**config.mk**
```make
export PLATFORM = sky130hd
export DESIGN_NAME = mem_access_stage_flat
export DESIGN_NICKNAME = d
export VERILOG_FILES = /design/src/rtl/mem_access_stage_if.sv /design/src/rtl/mem_access_stage.sv /design/src/flat_wrapper.sv
export SDC_FILE = /design/constraint.sdc
export NUM_CORES = 1
export LEC_CHECK = 0
export ABC_AREA = 1
export BUFFER_PORTS_ARGS = -buffer_cell sky130_fd_sc_hd__buf_2
export CORE_UTILIZATION = 40
export CTS_BUF_LIST = sky130_fd_sc_hd__clkbuf_8 sky130_fd_sc_hd__clkbuf_16
export CTS_CLUSTER_SIZE = 24
export DETAILED_ROUTE_END_ITERATION = 10
export PLACE_DENSITY = 0.67
export SYNTH_ARGS = -nofsm -noshare
export SYNTH_HDL_FRONTEND = slang
export SYNTH_SLANG_ARGS = --single-unit
```
**constraint.sdc**
```tcl
create_clock -name clk -period 2.8 [get_ports clk]
set_input_delay 0.7 -clock clk [delete_from_list [all_inputs] [get_ports clk]]
set_output_delay 0.7 -clock clk [all_outputs]
set_load 0.05 [all_outputs]
```
**src/rtl/mem_access_stage_if.sv**
```systemverilog
// Data-memory split-handshake port: request phase (addr_ok) and response phase (data_ok).
interface mem_access_stage_if #(
  parameter int unsigned DATA_WIDTH = 32,
  parameter int unsigned ADDR_WIDTH = 32
);
  logic                    dmem_req_o;
  logic                    dmem_we_o;
  logic [ADDR_WIDTH-1:0]   dmem_addr_o;
  logic [DATA_WIDTH/8-1:0] dmem_wstrb_o;
  logic [DATA_WIDTH-1:0]   dmem_wdata_o;
  logic                    dmem_addr_ok_i;
  logic                    dmem_data_ok_i;
  logic [DATA_WIDTH-1:0]   dmem_rdata_i;

  // Pipeline stage side.
  modport master (
    output dmem_req_o, dmem_we_o, dmem_addr_o, dmem_wstrb_o, dmem_wdata_o,
    input  dmem_addr_ok_i, dmem_data_ok_i, dmem_rdata_i
  );

  // Memory side.
  modport slave (
    input  dmem_req_o, dmem_we_o, dmem_addr_o, dmem_wstrb_o, dmem_wdata_o,
    output dmem_addr_ok_i, dmem_data_ok_i, dmem_rdata_i
  );
endinterface

```
**src/rtl/mem_access_stage.sv**
```systemverilog
// Memory-access pipeline stage: forwards the writeback triple from EX to WB and performs
// loads/stores over a split-handshake data-memory port, with misalignment detection.
module mem_access_stage #(
  parameter int unsigned DATA_WIDTH     = 32,
  parameter int unsigned ADDR_WIDTH     = 32,
  parameter int unsigned REG_ADDR_WIDTH = 5
) (
  input  logic                      clk,
  input  logic                      rst,
  input  logic                      ex_valid_i,
  output logic                      ready_o,
  input  logic [REG_ADDR_WIDTH-1:0] wd_i,
  input  logic                      wreg_i,
  input  logic [DATA_WIDTH-1:0]     wdata_i,
  input  logic                      mem_en_i,
  input  logic                      mem_we_i,
  input  logic [1:0]                mem_size_i,
  input  logic                      mem_signed_i,
  input  logic [ADDR_WIDTH-1:0]     mem_addr_i,
  input  logic [DATA_WIDTH-1:0]     mem_wdata_i,
  mem_access_stage_if.master        dmem,
  input  logic                      wb_allowin_i,
  output logic                      valid_o,
  output logic [REG_ADDR_WIDTH-1:0] wd_o,
  output logic                      wreg_o,
  output logic [DATA_WIDTH-1:0]     wdata_o,
  output logic                      ale_o,
  output logic [ADDR_WIDTH-1:0]     badv_o
);

  localparam int unsigned NB    = DATA_WIDTH / 8;
  localparam int unsigned OFF_W = $clog2(NB);

  typedef enum logic [1:0] {StIdle, StReq, StResp} state_e;

  state_e                    state_q, state_d;
  logic                      valid_q, valid_d;
  logic [REG_ADDR_WIDTH-1:0] wd_q, wd_d;
  logic                      wreg_q, wreg_d;
  logic [DATA_WIDTH-1:0]     wdata_q, wdata_d;
  logic                      ale_q, ale_d;
  logic [ADDR_WIDTH-1:0]     badv_q, badv_d;
  logic                      req_q, req_d;
  logic                      we_q, we_d;
  logic [ADDR_WIDTH-1:0]     addr_q, addr_d;
  logic [NB-1:0]             wstrb_q, wstrb_d;
  logic [DATA_WIDTH-1:0]     bwdata_q, bwdata_d;
  logic [REG_ADDR_WIDTH-1:0] op_wd_q, op_wd_d;
  logic                      op_wreg_q, op_wreg_d;
  logic [1:0]                op_size_q, op_size_d;
  logic                      op_signed_q, op_signed_d;

  logic                      accept;
  logic                      misaligned;
  logic [7:0]                mask8;
  logic [NB-1:0]             in_strb;
  logic [DATA_WIDTH-1:0]     in_bwdata;
  logic [DATA_WIDTH-1:0]     shifted;
  logic [DATA_WIDTH-1:0]     keep;
  logic                      sbit;
  logic [DATA_WIDTH-1:0]     load_data;

  assign ready_o = (state_q == StIdle) && (!valid_q || wb_allowin_i);
  assign accept  = ex_valid_i && ready_o;

  // Alignment check; a double access on a 32-bit datapath is always treated as misaligned.
  always_comb begin
    misaligned = 1'b0;
    case (mem_size_i)
      2'b00:   misaligned = 1'b0;
      2'b01:   misaligned = mem_addr_i[0];
      2'b10:   misaligned = |mem_addr_i[1:0];
      default: misaligned = (DATA_WIDTH == 32) ? 1'b1 : |mem_addr_i[2:0];
    endcase
  end

  // Store strobes and lane-replicated store data for the incoming op.
  always_comb begin
    int unsigned sz_bytes;
    sz_bytes = 32'd1 << mem_size_i;
    case (mem_size_i)
      2'b00:   mask8 = 8'h01;
      2'b01:   mask8 = 8'h03;
      2'b10:   mask8 = 8'h0F;
      default: mask8 = 8'hFF;
    endcase
    in_strb   = mask8[NB-1:0] << mem_addr_i[OFF_W-1:0];
    in_bwdata = '0;
    for (int unsigned i = 0; i < NB; i++) begin
      in_bwdata[8*i +: 8] = mem_wdata_i[8*(i & (sz_bytes - 1)) +: 8];
    end
  end

  // Load data: shift the addressed lane down, truncate to size, then extend.
  always_comb begin
    shifted = dmem.dmem_rdata_i >> {addr_q[OFF_W-1:0], 3'b000};
    case (op_size_q)
      2'b00: begin
        keep = {DATA_WIDTH{1'b1}} >> (DATA_WIDTH - 8);
        sbit = shifted[7];
      end
      2'b01: begin
        keep = {DATA_WIDTH{1'b1}} >> (DATA_WIDTH - 16);
        sbit = shifted[15];
      end
      2'b10: begin
        keep = {DATA_WIDTH{1'b1}} >> (DATA_WIDTH - 32);
        sbit = shifted[31];
      end
      default: begin
        keep = {DATA_WIDTH{1'b1}};
        sbit = shifted[DATA_WIDTH-1];
      end
    endcase
    load_data = (shifted & keep) | ((op_signed_q && sbit) ? ~keep : '0);
  end

  // Next-state: FSM, bus request registers and output register.
  always_comb begin
    state_d     = state_q;
    valid_d     = valid_q;
    wd_d        = wd_q;
    wreg_d      = wreg_q;
    wdata_d     = wdata_q;
    ale_d       = ale_q;
    badv_d      = badv_q;
    req_d       = req_q;
    we_d        = we_q;
    addr_d      = addr_q;
    wstrb_d     = wstrb_q;
    bwdata_d    = bwdata_q;
    op_wd_d     = op_wd_q;
    op_wreg_d   = op_wreg_q;
    op_size_d   = op_size_q;
    op_signed_d = op_signed_q;

    // WB consumed the output; a completion below overrides this clear.
    if (valid_q && wb_allowin_i) begin
      valid_d = 1'b0;
      wd_d    = '0;
      wreg_d  = 1'b0;
      wdata_d = '0;
      ale_d   = 1'b0;
      badv_d  = '0;
    end

    case (state_q)
      StIdle: begin
        if (accept) begin
          if (!mem_en_i) begin
            valid_d = 1'b1;
            wd_d    = wd_i;
            wreg_d  = wreg_i;
            wdata_d = wdata_i;
            ale_d   = 1'b0;
            badv_d  = '0;
          end else if (misaligned) begin
            valid_d = 1'b1;
            wd_d    = wd_i;
            wreg_d  = 1'b0;
            wdata_d = '0;
            ale_d   = 1'b1;
            badv_d  = mem_addr_i;
          end else begin
            req_d       = 1'b1;
            we_d        = mem_we_i;
            addr_d      = mem_addr_i;
            wstrb_d     = mem_we_i ? in_strb : '0;
            bwdata_d    = mem_we_i ? in_bwdata : '0;
            op_wd_d     = wd_i;
            op_wreg_d   = wreg_i;
            op_size_d   = mem_size_i;
            op_signed_d = mem_signed_i;
            state_d     = StReq;
          end
        end
      end
      StReq: begin
        if (dmem.dmem_addr_ok_i) begin
          req_d   = 1'b0;
          state_d = StResp;
        end
      end
      StResp: begin
        // Output register is guaranteed free here, so data_ok is always captured.
        if (dmem.dmem_data_ok_i) begin
          state_d = StIdle;
          valid_d = 1'b1;
          wd_d    = op_wd_q;
          wreg_d  = !we_q && op_wreg_q;
          wdata_d = we_q ? '0 : load_data;
          ale_d   = 1'b0;
          badv_d  = '0;
        end
      end
      default: state_d = StIdle;
    endcase
  end

  // State registers with synchronous reset.
  always_ff @(posedge clk) begin
    if (rst) begin
      state_q     <= StIdle;
      valid_q     <= 1'b0;
      wd_q        <= '0;
      wreg_q      <= 1'b0;
      wdata_q     <= '0;
      ale_q       <= 1'b0;
      badv_q      <= '0;
      req_q       <= 1'b0;
      we_q        <= 1'b0;
      addr_q      <= '0;
      wstrb_q     <= '0;
      bwdata_q    <= '0;
      op_wd_q     <= '0;
      op_wreg_q   <= 1'b0;
      op_size_q   <= 2'b00;
      op_signed_q <= 1'b0;
    end else begin
      state_q     <= state_d;
      valid_q     <= valid_d;
      wd_q        <= wd_d;
      wreg_q      <= wreg_d;
      wdata_q     <= wdata_d;
      ale_q       <= ale_d;
      badv_q      <= badv_d;
      req_q       <= req_d;
      we_q        <= we_d;
      addr_q      <= addr_d;
      wstrb_q     <= wstrb_d;
      bwdata_q    <= bwdata_d;
      op_wd_q     <= op_wd_d;
      op_wreg_q   <= op_wreg_d;
      op_size_q   <= op_size_d;
      op_signed_q <= op_signed_d;
    end
  end

  assign valid_o           = valid_q;
  assign wd_o              = wd_q;
  assign wreg_o            = wreg_q;
  assign wdata_o           = wdata_q;
  assign ale_o             = ale_q;
  assign badv_o            = badv_q;
  assign dmem.dmem_req_o   = req_q;
  assign dmem.dmem_we_o    = we_q;
  assign dmem.dmem_addr_o  = addr_q;
  assign dmem.dmem_wstrb_o = wstrb_q;
  assign dmem.dmem_wdata_o = bwdata_q;

endmodule

```
**src/flat_wrapper.sv**
```systemverilog
// flat-port wrapper written by rule: the top's interface ports become plain ports
module mem_access_stage_flat 
#(
  parameter int unsigned DATA_WIDTH     = 32,
  parameter int unsigned ADDR_WIDTH     = 32,
  parameter int unsigned REG_ADDR_WIDTH = 5
)
  (clk, rst, ex_valid_i, ready_o, wd_i, wreg_i, wdata_i, mem_en_i, mem_we_i, mem_size_i, mem_signed_i, mem_addr_i, mem_wdata_i, wb_allowin_i, valid_o, wd_o, wreg_o, wdata_o, ale_o, badv_o, dmem_dmem_req_o, dmem_dmem_we_o, dmem_dmem_addr_o, dmem_dmem_wstrb_o, dmem_dmem_wdata_o, dmem_dmem_addr_ok_i, dmem_dmem_data_ok_i, dmem_dmem_rdata_i);
  mem_access_stage_if #(.DATA_WIDTH(DATA_WIDTH), .ADDR_WIDTH(ADDR_WIDTH)) dmem_i ();
  input  logic clk;
  input  logic rst;
  input  logic ex_valid_i;
  output logic ready_o;
  input  logic [REG_ADDR_WIDTH-1:0] wd_i;
  input  logic wreg_i;
  input  logic [DATA_WIDTH-1:0] wdata_i;
  input  logic mem_en_i;
  input  logic mem_we_i;
  input  logic [1:0] mem_size_i;
  input  logic mem_signed_i;
  input  logic [ADDR_WIDTH-1:0] mem_addr_i;
  input  logic [DATA_WIDTH-1:0] mem_wdata_i;
  input  logic wb_allowin_i;
  output logic valid_o;
  output logic [REG_ADDR_WIDTH-1:0] wd_o;
  output logic wreg_o;
  output logic [DATA_WIDTH-1:0] wdata_o;
  output logic ale_o;
  output logic [ADDR_WIDTH-1:0] badv_o;
  output wire logic [$bits(dmem_i.dmem_req_o)-1:0] dmem_dmem_req_o;
  output wire logic [$bits(dmem_i.dmem_we_o)-1:0] dmem_dmem_we_o;
  output wire logic [$bits(dmem_i.dmem_addr_o)-1:0] dmem_dmem_addr_o;
  output wire logic [$bits(dmem_i.dmem_wstrb_o)-1:0] dmem_dmem_wstrb_o;
  output wire logic [$bits(dmem_i.dmem_wdata_o)-1:0] dmem_dmem_wdata_o;
  input wire logic [$bits(dmem_i.dmem_addr_ok_i)-1:0] dmem_dmem_addr_ok_i;
  input wire logic [$bits(dmem_i.dmem_data_ok_i)-1:0] dmem_dmem_data_ok_i;
  input wire logic [$bits(dmem_i.dmem_rdata_i)-1:0] dmem_dmem_rdata_i;
  assign dmem_dmem_req_o = dmem_i.dmem_req_o;
  assign dmem_dmem_we_o = dmem_i.dmem_we_o;
  assign dmem_dmem_addr_o = dmem_i.dmem_addr_o;
  assign dmem_dmem_wstrb_o = dmem_i.dmem_wstrb_o;
  assign dmem_dmem_wdata_o = dmem_i.dmem_wdata_o;
  assign dmem_i.dmem_addr_ok_i = dmem_dmem_addr_ok_i;
  assign dmem_i.dmem_data_ok_i = dmem_dmem_data_ok_i;
  assign dmem_i.dmem_rdata_i = dmem_dmem_rdata_i;
  mem_access_stage #(.DATA_WIDTH(DATA_WIDTH), .ADDR_WIDTH(ADDR_WIDTH), .REG_ADDR_WIDTH(REG_ADDR_WIDTH)) u_core (.clk(clk), .rst(rst), .ex_valid_i(ex_valid_i), .ready_o(ready_o), .wd_i(wd_i), .wreg_i(wreg_i), .wdata_i(wdata_i), .mem_en_i(mem_en_i), .mem_we_i(mem_we_i), .mem_size_i(mem_size_i), .mem_signed_i(mem_signed_i), .mem_addr_i(mem_addr_i), .mem_wdata_i(mem_wdata_i), .dmem(dmem_i), .wb_allowin_i(wb_allowin_i), .valid_o(valid_o), .wd_o(wd_o), .wreg_o(wreg_o), .wdata_o(wdata_o), .ale_o(ale_o), .badv_o(badv_o));
endmodule
```
==> qor.yml <==
critical_path:
  crit_chain: "nor2_8 -> nand2_2 -> inv_1 -> buf_2"
  max_stage_delay_ns: 0.40
  startpoint: "u_core.state_q[0]$_SDFFE_PP0P_"
  crit_fanout: 18
  rr_startpoint: "u_core.state_q[1]$_SDFFE_PP0P_"
  critPathRequiredTime_ns: 2.10
  crit_slowest_cell: "dfxtp_1"
  cp_top_family: "simple AND/OR/NAND/NOR gates"
  cp.arrival_ns: 1.59
  worstSetupStartpointType: "register"
  path_buf_inv: 2
  critPathKind: "reg -> out"
  cp-end-kind: "output port"
power_and_ir_drop:
  powerDensity_mw_per_mm2: 623.4
  leakagePower_nw: 4.628
  peakVddDrop_mv: 0.4027
yosys:
  synth.largest_area_cell: "dfxtp_1"
  synth.cell_area_sq_mm: 0.007558
  synth_edf_count: 0
  synthesis.nets: 1232
  seq_area_frac_synth_pct: 40.52
  synth_cell_types: 39
  ys_ff_latch: 153
  synth.avg_cell_area_sq_um: 6.960
  synthTopCellsByArea: "dfxtp_1, nand2_1, a21oi_1, o21ai_0, nor2_1"
  syn-instance-count: 1086
  synth_ff_type: "dfxtp_1"
  async_reset_ff_share_pct: 0
  synth_top_area_share_pct: 40.52
  ys_warn_count: 0
routing:
  drc: 0
  initialDrtViolationCount: 394
  route.antenna.remaining_nets: 0
  vias_per_cell: 5.170
  wl_per_cell_um: 15.93
  firstDrtPassIters: 5
  drt-total-wl_um: 25160
  vias: 8164
timing:
  hold_violations: 0
  fin_hold_ws_ns: 0.4595
  fin_skew_ns: 0.007384
  fmax_mhz: 436.9
  slew_viol_final: 0
  min_period_ns: 2.289
  setup_viol: 0
  finalCritPeriodShare_pct: 81.75
  worst_pin_slew_ns: 0.6597
  rsz0062_at_grt: "no"
  setup_slack_ns: 0.5109
  relSlewSlack_pct: 55.92
  tns_ns: 0
min_path:
  worstHoldStart: "u_core.op_wd_q[1]$_SDFFE_PP0P_"
  min_path_type: "reg -> reg"
floorplanning:
  die_h_um: 139.5
  coreArea_sq_mm: 0.01827
  initial_core_util_pct: 41.37
  pin_count: 288
  fp.dieW_um: 139.5
  rows: 49
  dieArea_sq_mm: 0.01945
final_layout:
  final_common_cell: "nand2_1"
  fin_nets: 1482
  layout_common_cells: "nand2_1, buf_2, dfxtp_1"
  fillers: 1840
  syn2layout_area_growth_pct: 28.24
  drive_above_1_share_pct: 27.95
placed_design:
  hpwl_um: 18000
  dp_worst_setup_slack_ns: 0.4583
  io_buffers: 287
  gp_congestion: 0.8088
cts:
  clock_sinks: 153
  cts_buffers: 17
  cts_root_buf: "clkbuf_16"
  clock_latency_ns: 0.42
  path_clk_slew_ns: 0.06
  post_cts_buffers: 0
  cts_tree: "yes"
  cts-resized-gates: 0
  cts_max_level: 4
  cts.path.max_buffers: 2
  cts_hold_buf: 0
global_route:
  grt_pass1_wl_um: 39810
  grt_overflow: 0
  grt_max_degree: 51
  grt_pass1_vias: 7612
  antenna_found_initial: 1
  globalRouteTotalUtil_pct: 25.75
status:
  status: "completed"
job:
  cap_violations: 0
==> per-layer routing <==
| layer | GRT usage [%] | part of all wire, % | wire [um] | up-vias |
|---|---|---|---|---|
| met1 | 32.88 | 44 | 11120 | 3712 |
| met5 | 0 | 0 | 0 | - |
| met4 | 9.181 | 2.5 | 629 | 0 |
| li1 | - | - | - | 4128 |
| met3 | 6.263 | 6.8 | 1710 | 35 |
| met2 | 42.16 | 46 | 11690 | 289 |
==> power breakdown <==
group	leakage, nW	switching, W	internal, W
Sequential	1.25	0.0000689	0.00229
Combinational	3.09	0.000905	0.000350
Clock	0.294	0.000969	0.00146
==> metrics by stage <==
stage	util (%)	power, W	cells	area (sq um)
final	53.05	0.006042	1579	9693
after global routing	53.05	0.006286	1579	9693
after CTS	53.04	0.006076	1578	9691
after detailed placement	49.64	0.003659	1546	9070
after global placement	49.64	0.003648	1546	9070
after floorplan	-	0.003285	1086	7559
==> state kept, by name (all words and copies together), names as in the netlist, 2 cells and up <==
signal,flops
u_core.dmem.dmem_addr_o,32
u_core.dmem.dmem_wdata_o,32
u_core.state_q,2
u_core.badv_o,32
u_core.op_size_q,2
u_core.op_wd_q,5
u_core.wd_o,5
u_core.dmem.dmem_wstrb_o,4
u_core.wdata_o,32
==> final timing paths <==
path / endpoint / slack (ns) / cells past startpoint
setup / recovery: ready_o / 0.51 / 4
hold / removal: u_core.op_wd_q[1]$_SDFFE_PP0P_ / 0.46 / 2
setup reg to reg: u_core.wdata_o[4]$_SDFF_PP0_ / 0.76 / 6
hold reg to reg: u_core.op_wd_q[1]$_SDFFE_PP0P_ / 0.46 / 2
==> worst reg2reg max path, cell delays in order (launching register included) <==
cell and delay (ns):
dfxtp_1 0.49, inv_2 0.19, nor2_4 0.13, nand2_2 0.14, nor2_4 0.54, nand3_1 0.24
a41oi_1 0.25
==> cell families after synthesis <==
family          count (synthesis)  synth area share, %
buf+inv                       146                8.608
fa+ha+maj                       1               0.1655
compound gates                294                23.36
simple gates                  492                27.35
flops                         153                40.52
==> synthesized netlist by cell type (2+ instances only) <==
master and instances:
clkbuf_1 31, nor2_1 109, buf_1 3, inv_1 61
nand4_1 13, o211ai_2 2, buf_4 6, nand2_2 7
nor2_2 3, a41oi_1 4, nand3_1 52, dfxtp_1 153
o21ai_0 85, a21oi_2 2, inv_2 6, o21bai_1 4
nor2_4 4, a22oi_1 16, a41oi_2 3, nand2_1 296
or2_2 3, buf_2 33, o211ai_1 39, a2bb2oi_1 8
o221ai_1 3, buf_6 3, nor2_8 2, a21oi_1 116
a31oi_1 9
==> final cells by class <==
| type | count | area [sq um] | share of cell area [%] |
|---|---|---|---|
| antenna | 1 | 2.502 | 0.02582 |
| multi-input combinational | 787 | 3847 | 39.69 |
| tap | 229 | 286.5 | 2.956 |
| clock inverter | 13 | 167.7 | 1.730 |
| timing repair buffer | 308 | 1609 | 16.60 |
| inverter | 69 | 264.0 | 2.724 |
| clock buffer | 19 | 452.9 | 4.673 |
| sequential | 153 | 3063 | 31.60 |
No activity file was read; power rests on OpenSTA's default activity.
